**src/rtl/mul_arb_ctrl.sv**
```systemverilog
// ----------------------------------------------------------------------------
// mul_arb_ctrl
//
// Shares one external multiplier between two requesters. The controller grants
// one requester at a time (round-robin on ties), registers its operands onto
// mul_a/mul_b, waits MUL_LAT cycles for the multiplier and then holds the
// product on the response channel until it is consumed. Only one operation is
// ever in flight, and nothing is queued.
//
// Parameters
//   MUL_LAT    cycles from mul_a/mul_b being registered until mul_pro is valid
//              (legal range 1..7)
//
// Optional feature
//   MUL_ARB_ZERO_BYPASS_EN  when defined, a grant with either operand equal to
//              zero skips the multiplier, leaves mul_a/mul_b untouched and
//              answers with a product of zero one cycle after the accept.
//
// Ports
//   clk                 clock, all flops on the rising edge
//   rst                 synchronous active-high reset
//   req0_valid/ready    requester 0 handshake (ready is combinational)
//   req0_a, req0_b      requester 0 operands, 16 bits each
//   req1_*              same as requester 0
//   mul_a, mul_b        registered operands to the shared multiplier
//   mul_pro             32-bit product from the shared multiplier
//   rsp_valid/ready     response handshake
//   rsp_id              requester that owns the response
//   rsp_pro             registered product, passed through bit-exact
//
// state   | meaning
// --------+-------------------------------------------------------------
// IDLE    | no operation in flight, waiting for a request
// MUL     | operands on mul_a/mul_b, counting down the multiplier latency
// HOLD    | product registered, rsp_valid high until rsp_ready
// ----------------------------------------------------------------------------
module mul_arb_ctrl #(
    parameter int MUL_LAT = 1
) (
    input  logic        clk,
    input  logic        rst,

    input  logic        req0_valid,
    output logic        req0_ready,
    input  logic [15:0] req0_a,
    input  logic [15:0] req0_b,

    input  logic        req1_valid,
    output logic        req1_ready,
    input  logic [15:0] req1_a,
    input  logic [15:0] req1_b,

    output logic [15:0] mul_a,
    output logic [15:0] mul_b,
    input  logic [31:0] mul_pro,

    output logic        rsp_valid,
    input  logic        rsp_ready,
    output logic        rsp_id,
    output logic [31:0] rsp_pro
);

    localparam logic [1:0] ST_IDLE = 2'd0;
    localparam logic [1:0] ST_MUL  = 2'd1;
    localparam logic [1:0] ST_HOLD = 2'd2;

    // Down-counter load: the MUL state lasts MUL_LAT cycles, terminal count 0.
    localparam logic [2:0] CNT_LOAD = 3'(MUL_LAT - 1);

`ifdef MUL_ARB_ZERO_BYPASS_EN
    localparam bit ZERO_BYPASS = 1'b1;
`else
    localparam bit ZERO_BYPASS = 1'b0;
`endif

    logic [1:0]  state;
    logic [2:0]  cnt;
    logic        last_grant;

    logic        can_grant;
    logic        gnt0;
    logic        gnt1;
    logic        gnt_any;
    logic [15:0] gnt_a;
    logic [15:0] gnt_b;
    logic        gnt_zero;

    // ------------------------------------------------------------------
    // Arbitration. A grant is possible in IDLE, or in HOLD in the same
    // cycle the current response is consumed. Readys are held low during
    // reset so no requester believes it was accepted.
    // ------------------------------------------------------------------
    always_comb begin
        can_grant = 1'b0;
        if (!rst) begin
            can_grant = (state == ST_IDLE) || ((state == ST_HOLD) && rsp_ready);
        end

        // On a tie the requester that did not win last time goes first.
        gnt0 = can_grant && req0_valid && (!req1_valid || last_grant);
        gnt1 = can_grant && req1_valid && (!req0_valid || !last_grant);
        gnt_any = gnt0 || gnt1;

        gnt_a = gnt1 ? req1_a : req0_a;
        gnt_b = gnt1 ? req1_b : req0_b;

        gnt_zero = ZERO_BYPASS && ((gnt_a == 16'h0000) || (gnt_b == 16'h0000));
    end

    assign req0_ready = gnt0;
    assign req1_ready = gnt1;

    // ------------------------------------------------------------------
    // Control and datapath registers
    // ------------------------------------------------------------------
    always_ff @(posedge clk) begin
        if (rst) begin
            state      <= ST_IDLE;
            cnt        <= 3'd0;
            last_grant <= 1'b1;
            mul_a      <= 16'h0000;
            mul_b      <= 16'h0000;
            rsp_valid  <= 1'b0;
            rsp_id     <= 1'b0;
            rsp_pro    <= 32'h0000_0000;
        end else begin
            case (state)
                ST_IDLE: begin
                    if (gnt_any) begin
                        last_grant <= gnt1;
                        rsp_id     <= gnt1;
                        if (gnt_zero) begin
                            rsp_pro   <= 32'h0000_0000;
                            rsp_valid <= 1'b1;
                            state     <= ST_HOLD;
                        end else begin
                            mul_a <= gnt_a;
                            mul_b <= gnt_b;
                            cnt   <= CNT_LOAD;
                            state <= ST_MUL;
                        end
                    end
                end

                ST_MUL: begin
                    if (cnt == 3'd0) begin
                        rsp_pro   <= mul_pro;
                        rsp_valid <= 1'b1;
                        state     <= ST_HOLD;
                    end else begin
                        cnt <= cnt - 3'd1;
                    end
                end

                ST_HOLD: begin
                    if (rsp_ready) begin
                        rsp_valid <= 1'b0;
                        if (gnt_any) begin
                            // rsp_id may change now: the old response is
                            // consumed at this same edge.
                            last_grant <= gnt1;
                            rsp_id     <= gnt1;
                            if (gnt_zero) begin
                                rsp_pro   <= 32'h0000_0000;
                                rsp_valid <= 1'b1;
                                state     <= ST_HOLD;
                            end else begin
                                mul_a <= gnt_a;
                                mul_b <= gnt_b;
                                cnt   <= CNT_LOAD;
                                state <= ST_MUL;
                            end
                        end else begin
                            state <= ST_IDLE;
                        end
                    end
                end

                default: begin
                    state <= ST_IDLE;
                end
            endcase
        end
    end

endmodule

```
**config.mk**
```make
export PLATFORM = sky130hd
export DESIGN_NAME = mul_arb_ctrl
export DESIGN_NICKNAME = d
export VERILOG_FILES = /design/src/rtl/mul_arb_ctrl.sv
export SDC_FILE = /design/constraint.sdc
export NUM_CORES = 1
export LEC_CHECK = 0
export CAP_MARGIN = 15
export CORE_UTILIZATION = 32
export DETAILED_ROUTE_END_ITERATION = 10
export DONT_BUFFER_PORTS = 1
export GPL_ROUTABILITY_DRIVEN = 0
export PLACE_DENSITY = 0.48
export SYNTH_ARGS = -nofsm -noshare
export SYNTH_HDL_FRONTEND = slang
export SYNTH_SLANG_ARGS = --single-unit
```
**constraint.sdc**
```tcl
create_clock -name clk -period 2.9 [get_ports clk]
set_input_delay 0.58 -clock clk [delete_from_list [all_inputs] [get_ports clk]]
set_output_delay 0.58 -clock clk [all_outputs]
set_load 0.1 [all_outputs]
```
==> results.py <==
metrics = {
    "outcome": {
        "status": "finished clean",
    },
    "floorplanning": {
        "die_h_um": 99.8,
        "die_w_um": 99.8,
        "rows": 35,
        "fp.dieArea_um2": 9960,
        "io_pins": 169,
        "core_um2": 9240,
        "initial_core_util_pct": 33.1,
    },
    "clocking": {
        "cts_tree": "built",
        "numCtsBuffers": 9,
        "insertion_delay_ps": 340,
        "cts_setup_buffers": 0,
        "path_clk_slew_ps": 80,
        "hold_buffers": 0,
        "cts.path.max_buffers": 2,
        "numClockSinks": 72,
        "htreeDepth": 3,
        "cts_resized": 0,
        "cts-root-buf": "clkbuf_8",
    },
    "yosys": {
        "synthFlopType": "dfxtp_1",
        "ys_seq_elements": 72,
        "postSynthCellCount": 367,
        "async_flop_share_pct": 0,
        "ys_types": 31,
        "syn_nets": 470,
        "synth_top_area_cell": "dfxtp_1",
        "synth-seq-area-share_pct": 47.1,
        "synth.area.top_cells": "dfxtp_1, nand2_1, a211oi_1",
        "yosysWarnings": 0,
        "synth_area_um2": 3060,
        "yosysMostFrequentCell": "nand2_1",
        "synth-edff-count": 0,
        "netlist_top_cells_count": "nand2_1, dfxtp_1, a21oi_1",
        "synth_top_area_share_pct": 47.1,
        "avgSynthCellArea_um2": 8.34,
    },
    "global_routing": {
        "antenna_found_initial": 0,
        "grt_pass1_wl_um": 11400,
        "grt_overflow_total": 0,
        "grt_start_max_net_pins": 76,
        "grtUsageTotal_pct": 14.6,
        "grt_pass1_vias": 2428,
    },
    "sta": {
        "clock_skew_ps": 8.29,
        "rsz0062_at_grt": "false",
        "finalSetupViolCount": 0,
        "slew_headroom_pct": 32.3,
        "fin_crit_ps": 2270,
        "max_freq_mhz": 441,
        "drv_slew": 0,
        "final.setup.tns_ps": 0,
        "hold_viol_final": 0,
        "tightestPinTransition_ps": 1010,
        "timing.final.crit_share_pct": 78.2,
    },
    "finish": {
        "final_cells": 491,
        "fin_nets": 460,
        "diodes": 0,
        "multi_input_area_um2": 1410,
        "drive_gt1_share_pct": 16.0,
        "n_fill_cell": 973,
        "final-seq-area_um2": 1440,
        "area_growth_pct": 6.87,
    },
    "placement": {
        "io_buffers": 0,
        "dp_hpwl_um": 4930,
        "placed_cells": 475,
    },
    "detailed_routing": {
        "antenna_left": 0,
        "met1_length_um": 2950,
        "top_layer": "met4",
        "drt_pre_antenna_iters": 4,
        "vias": 2424,
        "wl_met3_um": 750,
        "wl_met2_um": 3480,
        "vias_per_cell": 4.94,
        "wl_um": 7290,
        "drcViolationCount": 0,
        "wl_per_cell_um": 14.8,
        "drt_iter0_markers": 99,
    },
    "setup_path": {
        "worst-path-buf-inv": 2,
        "cp.required_ps": 2320,
        "critical_path.endpoint_type": "output port",
        "crit_fanout": 17,
        "critPathSlowestCell": "buf_4",
        "crit_family": "buffers and inverters",
        "start_kind": "register",
        "path_cells": "nor2_2, nand4_2, inv_2, buf_4",
        "path_class": "reg2out",
        "critPathMaxStageDelay_ps": 460,
        "worstPathArrival_ps": 1690,
    },
    "worst_hold_path": {
        "hp-class": "in2reg",
    },
    "run": {
        "drv_cap": 0,
    },
    "power": {
        "p_per_area_nw_per_um2": 776,
        "ir_worst_vdd_mv": 0.254,
        "p_leak_nw": 1.17,
    },
}
-- where the power goes --
| group | leakage (nW) | internal [mW] | switching [mW] | total [mW] |
|---|---|---|---|---|
| clock network | 0.0907 | 0.342 | 0.398 | 0.741 |
| logic | 0.492 | 0.0870 | 0.144 | 0.231 |
| registers | 0.590 | 1.05 | 0.513 | 1.57 |
-- layer usage --
layer  global-route usage (%)  up-vias
met5                        0        -
met4                     5.54        0
met3                     6.82        9
met2                     24.5      101
met1                     16.2     1104
li1                         -     1210
-- worst paths after layout --
| check | from | end | slack [ps] | depth (start not counted) |
|---|---|---|---|---|
| setup / recovery | state[0] | req1_ready | 630 | 4 |
| hold / removal | rst | mul_b[15] | 300 | 1 |
| setup reg to reg | cnt[0] | rsp_pro[11] | 890 | 7 |
| hold reg to reg | cnt[0] | cnt[0] | 460 | 2 |
-- placed cells by master, fill, tap and decap left out, types with 2 or more instances in the layout --
cell,instances
inv_6,3
inv_1,3
dfxtp_1,72
ha_1,2
nand3b_1,2
buf_4,8
nand2_1,100
a21oi_2,26
nor2_1,38
a211oi_1,32
nand2b_1,2
a21oi_1,43
clkbuf_8,10
nor2_2,2
nand3_1,2
-- registers in the layout, summed over array words and instances, names as in the netlist --
| register | count |
|---|---|
| mul_b | 16 |
| rsp_id | 1 |
| mul_a | 16 |
| last_grant | 1 |
| rsp_pro | 32 |
| state | 2 |
| cnt | 3 |
| rsp_valid | 1 |
-- metrics by stage --
step	cell area, µm²	hold WS, ps	setup WS (ps)	power [mW]	utilization (%)
after floorplan	3060	443	771	1.80	-
after global placement	3090	445	908	1.82	33.5
after detailed placement	3090	449	862	1.83	33.5
after CTS	3270	272	583	2.58	35.4
after global routing	3270	265	523	2.67	35.4
final	3270	302	631	2.54	35.4
-- logic make-up after synthesis --
kind of cell    count (synthesis)  share of synthesized area [%]
simple gates                  155                           21.5
flops                          72                           47.1
buf+inv                        33                           6.74
fa+ha+maj                       2                          0.817
compound gates                105                           23.8
-- final cells by class --
cell class              count  share of cell area [%]
well taps                 129                    4.93
clock inverters             5                    1.19
clock buffers              11                    4.32
multi-input cells         262                    43.2
flip-flops and latches     72                    44.1
repair buffers              8                    1.84
inverters                   4                   0.459
-- worst register-to-register path: stages (launching register included) --
cell and delay, ps:
dfxtp_1 310, inv_1 90, ha_1 190, nor3b_1 300, and2_1 530, buf_4 330, nand2_1 90, a21oi_1 120
Power figures use the tool's default switching activity.
